**config.mk**
```make
export PLATFORM = sky130hd
export DESIGN_NAME = rv_dep_sc_rpt_arb
export DESIGN_NICKNAME = d
export VERILOG_FILES = /design/src/rtl/rv_dep_sc_rpt_arb.sv
export SDC_FILE = /design/constraint.sdc
export NUM_CORES = 1
export LEC_CHECK = 0
export BUFFER_PORTS_ARGS = -buffer_cell sky130_fd_sc_hd__buf_4
export CORE_UTILIZATION = 43
export CTS_CLUSTER_SIZE = 20
export DETAILED_ROUTE_END_ITERATION = 8
export SYNTH_ARGS = -nofsm -noshare
export SYNTH_HDL_FRONTEND = slang
export SYNTH_SLANG_ARGS = --single-unit
```
**constraint.sdc**
```tcl
create_clock -name nclk -period 12.3 [get_ports nclk]
set_input_delay 1.23 -clock nclk [delete_from_list [all_inputs] [get_ports nclk]]
set_output_delay 1.23 -clock nclk [all_outputs]
set_load 0.02 [all_outputs]
```
**src/rtl/rv_dep_sc_rpt_arb.sv**
```systemverilog
//------------------------------------------------------------------------------
// Module  : rv_dep_sc_rpt_arb
// Brief   : Per-source report FIFOs drained round-robin onto the scorecard's
//           itag update ports, with zap flush and sticky overflow flag.
// Revision: 1.0
//------------------------------------------------------------------------------
`default_nettype none

module rv_dep_sc_rpt_arb #(
  parameter int NUM_SRC_G        = 4,
  parameter int NUM_PORT_G       = 2,
  parameter int FIFO_DEPTH_G     = 4,
  parameter int ITAG_WIDTH_ENC_G = 6
) (
  input  logic                                 nclk,
  input  logic                                 rst,
  input  logic                                 iu_xx_zap,
  input  logic [NUM_SRC_G-1:0]                 src_v,
  input  logic [NUM_SRC_G-1:0]                 src_abort,
  input  logic [NUM_SRC_G*ITAG_WIDTH_ENC_G-1:0] src_itag,
  output logic [NUM_SRC_G-1:0]                 src_hold,
  output logic [NUM_PORT_G-1:0]                out_v,
  output logic [NUM_PORT_G-1:0]                out_abort,
  output logic [NUM_PORT_G*ITAG_WIDTH_ENC_G-1:0] out_itag,
  output logic                                 ovf_err
);

  localparam int c_w     = ITAG_WIDTH_ENC_G;
  localparam int c_ptr_w = (FIFO_DEPTH_G > 1) ? $clog2(FIFO_DEPTH_G) : 1;
  localparam int c_cnt_w = $clog2(FIFO_DEPTH_G + 1);
  localparam int c_rr_w  = (NUM_SRC_G > 1) ? $clog2(NUM_SRC_G) : 1;

  // Entry layout: {abort, itag}
  logic [c_w:0]         r_mem   [NUM_SRC_G][FIFO_DEPTH_G];
  logic [c_ptr_w-1:0]   r_rd    [NUM_SRC_G];
  logic [c_ptr_w-1:0]   r_wr    [NUM_SRC_G];
  logic [c_cnt_w-1:0]   r_count [NUM_SRC_G];
  logic [c_rr_w-1:0]    r_rr;

  logic [NUM_SRC_G-1:0] w_push;
  logic [NUM_SRC_G-1:0] w_grant;
  logic [NUM_PORT_G-1:0] w_port_v;
  logic [c_rr_w-1:0]    w_port_src [NUM_PORT_G];
  logic [c_rr_w-1:0]    w_last;
  logic                 w_any;

  genvar gs;
  generate
    for (gs = 0; gs < NUM_SRC_G; gs++) begin : g_hold
      assign src_hold[gs] = (r_count[gs] == c_cnt_w'(FIFO_DEPTH_G));
    end
  endgenerate

  assign w_push = src_v & ~src_hold & {NUM_SRC_G{~iu_xx_zap}};

  // Scan from r_rr, handing the k-th non-empty source to port k.
  always_comb begin : arb
    int n;
    int idx;
    n        = 0;
    idx      = 0;
    w_grant  = '0;
    w_port_v = '0;
    w_last   = '0;
    w_any    = 1'b0;
    for (int k = 0; k < NUM_PORT_G; k++) begin
      w_port_src[k] = '0;
    end
    for (int i = 0; i < NUM_SRC_G; i++) begin
      idx = int'(r_rr) + i;
      if (idx >= NUM_SRC_G) idx = idx - NUM_SRC_G;
      if ((r_count[idx] != '0) && (n < NUM_PORT_G)) begin
        w_grant[idx]  = 1'b1;
        w_port_v[n]   = 1'b1;
        w_port_src[n] = c_rr_w'(idx);
        w_last        = c_rr_w'(idx);
        w_any         = 1'b1;
        n             = n + 1;
      end
    end
  end

  always_ff @(posedge nclk) begin
    if (rst) begin
      for (int s = 0; s < NUM_SRC_G; s++) begin
        r_rd[s]    <= '0;
        r_wr[s]    <= '0;
        r_count[s] <= '0;
      end
      r_rr      <= '0;
      out_v     <= '0;
      out_abort <= '0;
      out_itag  <= '0;
      ovf_err   <= 1'b0;
    end else begin
      if (|(src_v & src_hold)) ovf_err <= 1'b1;
      if (iu_xx_zap) begin
        for (int s = 0; s < NUM_SRC_G; s++) begin
          r_rd[s]    <= '0;
          r_wr[s]    <= '0;
          r_count[s] <= '0;
        end
        r_rr      <= '0;
        out_v     <= '0;
        out_abort <= '0;
        out_itag  <= '0;
      end else begin
        for (int s = 0; s < NUM_SRC_G; s++) begin
          if (w_push[s]) begin
            r_mem[s][r_wr[s]] <= {src_abort[s], src_itag[s*c_w +: c_w]};
            r_wr[s]           <= r_wr[s] + 1'b1;
          end
          if (w_grant[s]) r_rd[s] <= r_rd[s] + 1'b1;
          if (w_push[s] && !w_grant[s])      r_count[s] <= r_count[s] + 1'b1;
          else if (!w_push[s] && w_grant[s]) r_count[s] <= r_count[s] - 1'b1;
        end
        for (int k = 0; k < NUM_PORT_G; k++) begin
          if (w_port_v[k]) begin
            out_v[k]               <= 1'b1;
            out_abort[k]           <= r_mem[w_port_src[k]][r_rd[w_port_src[k]]][c_w];
            out_itag[k*c_w +: c_w] <= r_mem[w_port_src[k]][r_rd[w_port_src[k]]][c_w-1:0];
          end else begin
            out_v[k]               <= 1'b0;
            out_abort[k]           <= 1'b0;
            out_itag[k*c_w +: c_w] <= '0;
          end
        end
        if (w_any) begin
          r_rr <= (w_last == c_rr_w'(NUM_SRC_G - 1)) ? '0 : w_last + 1'b1;
        end
      end
    end
  end

endmodule

`default_nettype wire

```
### Word-level counts from Yosys, hierarchy flattened

Memories as Yosys holds them, arrays and structs flattened.
Cells that the tools add are included.

| storage, ports and cells | value |
|---|---|
| register bits | 19 |
| bits in writable memories | 140 |
| input port bits | 35 |
| output and inout port bits | 21 |
| logic and storage cells | 340 |
| memories kept | 4 |

Memories:

| memory | depth | width | read ports | clocked after Yosys merged registers in | wr ports | line | text |
|---|---|---|---|---|---|---|---|
| r_mem | 4 | 28 | 2 | 0 | 4 | 34 | `logic [c_w:0] r_mem [NUM_SRC_G][FIFO_DEPTH_G];` |
| r_count | 4 | 3 | 8 | 0 | 4 | 37 | `logic [c_cnt_w-1:0] r_count [NUM_SRC_G];` |
| r_rd | 4 | 2 | 6 | 0 | 4 | 35 | `logic [c_ptr_w-1:0] r_rd [NUM_SRC_G];` |
| r_wr | 4 | 2 | 4 | 0 | 4 | 36 | `logic [c_ptr_w-1:0] r_wr [NUM_SRC_G];` |

| operators by class | value |
|---|---|
| $add $sub $neg | 26 |
| $lt $le $gt $ge | 37 |
| eq/ne operators | 5 |
| mux-type cells | 170 |
| bitwise logic cells | 50 |
| reductions and logical operators | 41 |

Operators with widths:

| operator | number |
|---|---|
| $ge A32 B1 Y1 const B | 7 |
| $lt A32 B3 Y1 const B | 6 |
| $mux W32 | 6 |
| $lt A32 B4 Y1 const B | 4 |
| $mux W28 | 4 |
| $ge A32 B2 Y1 const B | 3 |
| $lt A32 B1 Y1 const B | 3 |
| $not A32 Y32 | 3 |
| $mux W1 | 87 |
| $add A32 B2 Y32 const B | 2 |
| $demux W7 S2 | 4 |
| $mux W7 | 8 |
| $mux W2 | 27 |
| $mux W3 | 12 |
| $bmux W7 S2 | 2 |
| $mux W4 | 7 |
| $or A1 B1 Y1 | 28 |
| $ge A3 B3 Y1 const B | 9 |
| $logic_and A1 B1 Y1 | 25 |
| $add A2 B1 Y2 const B | 9 |
| $not A2 Y3 | 6 |
| $add A3 B1 Y3 const B | 4 |
| $and A4 B4 Y4 | 3 |
| $bwmux W4 | 3 |
| 22 further kinds | 57 |

### Logic depth before layout (Yosys ltp)

An unclocked memory read counts as a cell.

| logic depth | value |
|---|---|
| word-level depth | 23 |
| depth in mapped cells | 21 |
| gate-level depth less buffers | 17 |

### Least setup slack after synthesis

No wires, ideal clock.

| timing path | value |
|---|---|
| kind | register to register |
| from | memory r_count[0][1] in the netlist's numbering |
| to | register out_itag[11] |
| library setup time | 0.117 ns |
| arrival | 5.016 ns |
| required time | 12.183 ns |
| path slack | 7.167 ns |
| cell stages (with the launch flop) | 17 |
| buffers on the path | 1 |
| clock period less this slack | 5.133 ns |
| cells stage by stage | edfxtp_1 > or3_1 > mux4_2 > ha_1 > a2111oi_0 > nor2_1 > inv_1 > fa_1 > nand2b_1 > nor4_1 > or2_1 > or4_1 > and4bb_4 > nor2_8 > buf_8 > mux2_1 > a22o_1 |

RTL lines:

| item | line | text |
|---|---|---|
| start: declaration | 37 |  |
| end signal: indexed assignment | 121 | `out_itag[k*c_w +: c_w] <= r_mem[w_port_src[k]][r_rd[w_port_src[k]]][c_w-1:0];` |
| end: declaration | 24 | `output logic [NUM_PORT_G*ITAG_WIDTH_ENC_G-1:0] out_itag,` |

### Worst setup path in the final report

| timing path | value |
|---|---|
| from | register r_rr[0] |
| to | register out_itag[9] |

| between the ends | value |
|---|---|
| longest elaborated chain between the ends | 23 |
| elaborated cells between the ends (all ways) | 84 |
| classes of those cells | add/sub (9); order compare (19); mux (31); bitwise (8); reduce/logical (14); memory (3) |

Ends and longest elaborated chain:

| item | line | text |
|---|---|---|
| start: declaration | 38 | `logic [c_rr_w-1:0] r_rr;` |
| start signal: assignment | 129 | `r_rr <= (w_last == c_rr_w'(NUM_SRC_G - 1)) ? '0 : w_last + 1'b1;` |
| $sub A2 B3 Y4 / $ge A2 B3 Y1 (equally long branches) | 71 | `if (idx >= NUM_SRC_G) idx = idx - NUM_SRC_G;` |
| $mux W32 | 71 |  |
| $mem_v2 Z4 W3 | n/a |  |
| $reduce_bool A3 Y1 | 72 | `if ((r_count[idx] != '0) && (n < NUM_PORT_G)) begin` |
| $mux W1 | 72 |  |
| $lt A32 B3 Y1 | 72, 74 |  |
| $logic_and A1 B1 Y1 | 72 |  |
| $mux W32 | 72 |  |
| (+6 left out) | n/a |  |
| $mux W2 (implied by the code) | 75 | `w_port_src[n] = c_rr_w'(idx);` |
| $demux W2 S1 | 75 |  |
| $bwmux W4 | 75 |  |
| $mux W4 | 72 |  |
| $mem_v2 Z4 W2 | n/a |  |
| $not A2 Y3 (implied by the code) | 121 |  |
| $bmux W7 S2 | 121 |  |
| $mux W7 (implied by the code) (2 in a row) | 121 |  |

Parallel ways exist; a longest one is shown, timed or not. The select of a mux whose other input is x is not followed.
A chain may end at the register's enable or synchronous reset.

==> impl_metrics.yaml <==
routing:
  drt_wl_total_um: 22100
  drt_iter0_markers: 598
  drc: 0
  dr_total_vias: 5670
  vias_per_cell: 5.82
  wire_per_inst_um: 22.6
  firstDrtPassIters: 5
  drt.antenna.violating_nets: 0
die:
  fp.dieW_um: 145
  row_count: 51
  ios: 56
  core_area_sq_mm: 0.0198
  die_area_sq_mm: 0.0210
  initial_core_util: 0.444
  dieHeight_um: 145
clocking:
  cts-resized-gates: 0
  clk_latency_ns: 0.43
  cts_tree: "done"
  cts.sinks: 159
  cts_setup_buffers: 0
  htreeDepth: 4
  cts_made_buffers: 17
  cts_root_buf: "clkbuf_16"
  cts.path.max_buffers: 2
  cts_hold_buf: 0
  clk_pin_slew_worst_paths_ns: 0.07
worst_setup_path:
  ff2ff_setup_slack_ns: 5.47
  rr_endpoint: "out_itag[9]$_SDFF_PP0_"
  r2r-start: "r_rr[0]$_SDFFE_PP0P_"
  cp-start-kind: "flip-flop"
  crit_fanout: 57
  r2r_cells: 19
  crit_family: "simple AND/OR/NAND/NOR gates"
  crit_type: "reg2reg"
  worst_setup_path_end_kind: "flip-flop"
  startpoint: "r_rr[0]$_SDFFE_PP0P_"
  cp_data_arrival_time_ns: 7.20
  cp_slowest_cell: "nor4b_1"
  cp_num_cells: 19
  worst-path-buf-inv: 4
  required_ns: 12.67
  cp_slowest_stage_delay_ns: 0.76
  critical_path.cell_chain: "buf_4 > inv_2 > ha_1 > mux4_2 > ha_1 > a2111oi_0 > nor2_1 > inv_1 > fa_1 > nand2b_1 > nor4b_1 > or2_1 > o21ai_1 > nand2_2 > buf_4 > mux2i_1 > mux2i_1 > nor2_1 > a22o_1"
final_layout:
  multi_input_area_sq_mm: 0.00396
  drive_gt1_frac: 0.212
  seq_area_sq_mm: 0.00454
  nNetsFinal: 772
  syn2layout_area_growth_pct: 13.9
  post-route-util: 0.506
  n_fill_cell: 1743
  final_area_sq_mm: 0.0100
  diodes: 0
sta:
  relSlewSlack: 0.381
  finalCriticalPeriod_ns: 6.83
  setup_ws_ns: 5.47
  hold_viol: 0
  rsz0062_at_grt: "no"
  worstMarginPinSlew_ns: 0.915
  fmax_ghz: 0.146
  fin_crit_sh: 0.555
  fin_setup_tns_ns: 0
  clock_skew_ns: 0.0115
  slew_violations: 0
  setup_viol: 0
synth:
  synth_top_area_frac: 0.464
  postSynthAreaPerCell_sq_um: 13.6
  synth_common_cells: "edfxtp_1, mux2i_1, nor2_1"
  synthSimpleGateAreaFrac: 0.0946
  synth_fa_ha_area_frac: 0.0601
  synth-seq-area-share: 0.517
  synthXorXnorAreaFrac: 0.0130
  yosysMostFrequentCell: "edfxtp_1"
  synth_warnings: 0
  syn-num-nets: 724
  synth_ff_type: "edfxtp_1"
  async_flop_share: 0
  synth_edf_count: 136
  ys_top_cells_by_area: "edfxtp_1, mux2i_1, mux4_2"
  synth_seq_cells: 159
  synth_compound_area_frac: 0.0650
  synth_area_sq_mm: 0.00879
  synthDistinctLibCells: 71
  muxShareOfSynthArea: 0.215
  synth_top_area_cell: "edfxtp_1"
  synth_top_family_by_area: "multiplexers"
  syn_inst: 648
global_routing:
  grt_pass1_vias: 5844
  track_usage: 0.217
  grt_pass1_wl_um: 33700
  grt_max_degree: 58
  antenna_found_initial: 0
  grt-ovfl-total: 0
outcome:
  status: "finished clean"
place:
  placedInstanceArea_sq_mm: 0.00939
  gp_congestion: 0.844
  dp_hpwl_um: 15300
  io_buffer_count: 55
  dp_worst_setup_slack_ns: 5.64
hold_path:
  hold_start: "r_rd[2][1]$_SDFFE_PP0P_"
  min_path_type: "reg2reg"
  hold_depth: 2
  min_to: "r_rd[2][1]$_SDFFE_PP0P_"
flow_run:
  drv_cap: 0
-- cell families after synthesis --
group | after synthesis
fa+ha+maj | 41
flops | 159
xor+xnor | 13
compound gates | 77
buf+inv | 60
simple gates | 152
mux | 146
-- tightest hold or removal path, delay by kind of cell (launching register included) --
| kind | cells | cell delay [ns] |
|---|---|---|
| XOR/XNOR | 1 | 0.08 |
| flip-flops | 1 | 0.38 |
| AND/OR/NAND/NOR | 1 | 0.07 |
-- metal layers --
| layer | track usage | up-vias | share of wire |
|---|---|---|---|
| li1 | - | 2584 | - |
| met1 | 0.295 | 2840 | 0.45 |
| met2 | 0.345 | 215 | 0.47 |
| met3 | 0.0415 | 31 | 0.061 |
| met4 | 0.0734 | 0 | 0.019 |
| met5 | 0 | - | 0 |
-- per-stage QoR --
step	hold WS, ns	instances
floorplan	0.495	648
global placement	0.534	942
detailed placement	0.554	942
CTS	0.569	974
global route	0.607	974
finish	0.569	974
-- flip-flops by register name (all words and copies together), names as in the netlist --
signal,flops
r_mem,112
out_itag,12
r_count,12
r_rd,8
r_wr,8
out_abort,2
out_v,2
r_rr,2
ovf_err,1
-- layout by cell type (no fill, tap or decap), types with 15 or more instances in the layout --
cell / n
edfxtp_1: 136
and3_1: 15
clkbuf_16: 17
nand2_1: 32
buf_4: 61
mux2i_1: 98
dfxtp_1: 23
ha_1: 39
mux4_2: 31
inv_1: 27
nor2_1: 40
-- worst max path at each step --
stage | end | slack, ns
floorplan | out_itag[11]$_SDFF_PP0_ | 7.17
global placement | out_itag[7]$_SDFF_PP0_ | 5.86
detailed placement | out_itag[6]$_SDFF_PP0_ | 5.64
CTS | out_itag[10]$_SDFF_PP0_ | 5.62
global route | out_itag[6]$_SDFF_PP0_ | 4.97
finish | out_itag[9]$_SDFF_PP0_ | 5.47
-- final cells by class --
cell class              instances  share of cell area
well taps                     265              0.0331
flip-flops and latches        159               0.454
repair buffers                 61              0.0457
clock inverters                15              0.0194
multi-input cells             429               0.395
clock buffers                  17              0.0425
inverters                      28              0.0105
Power is not shown: default switching activity piles up to over one toggle a cycle in this logic, so the estimate is an artifact.
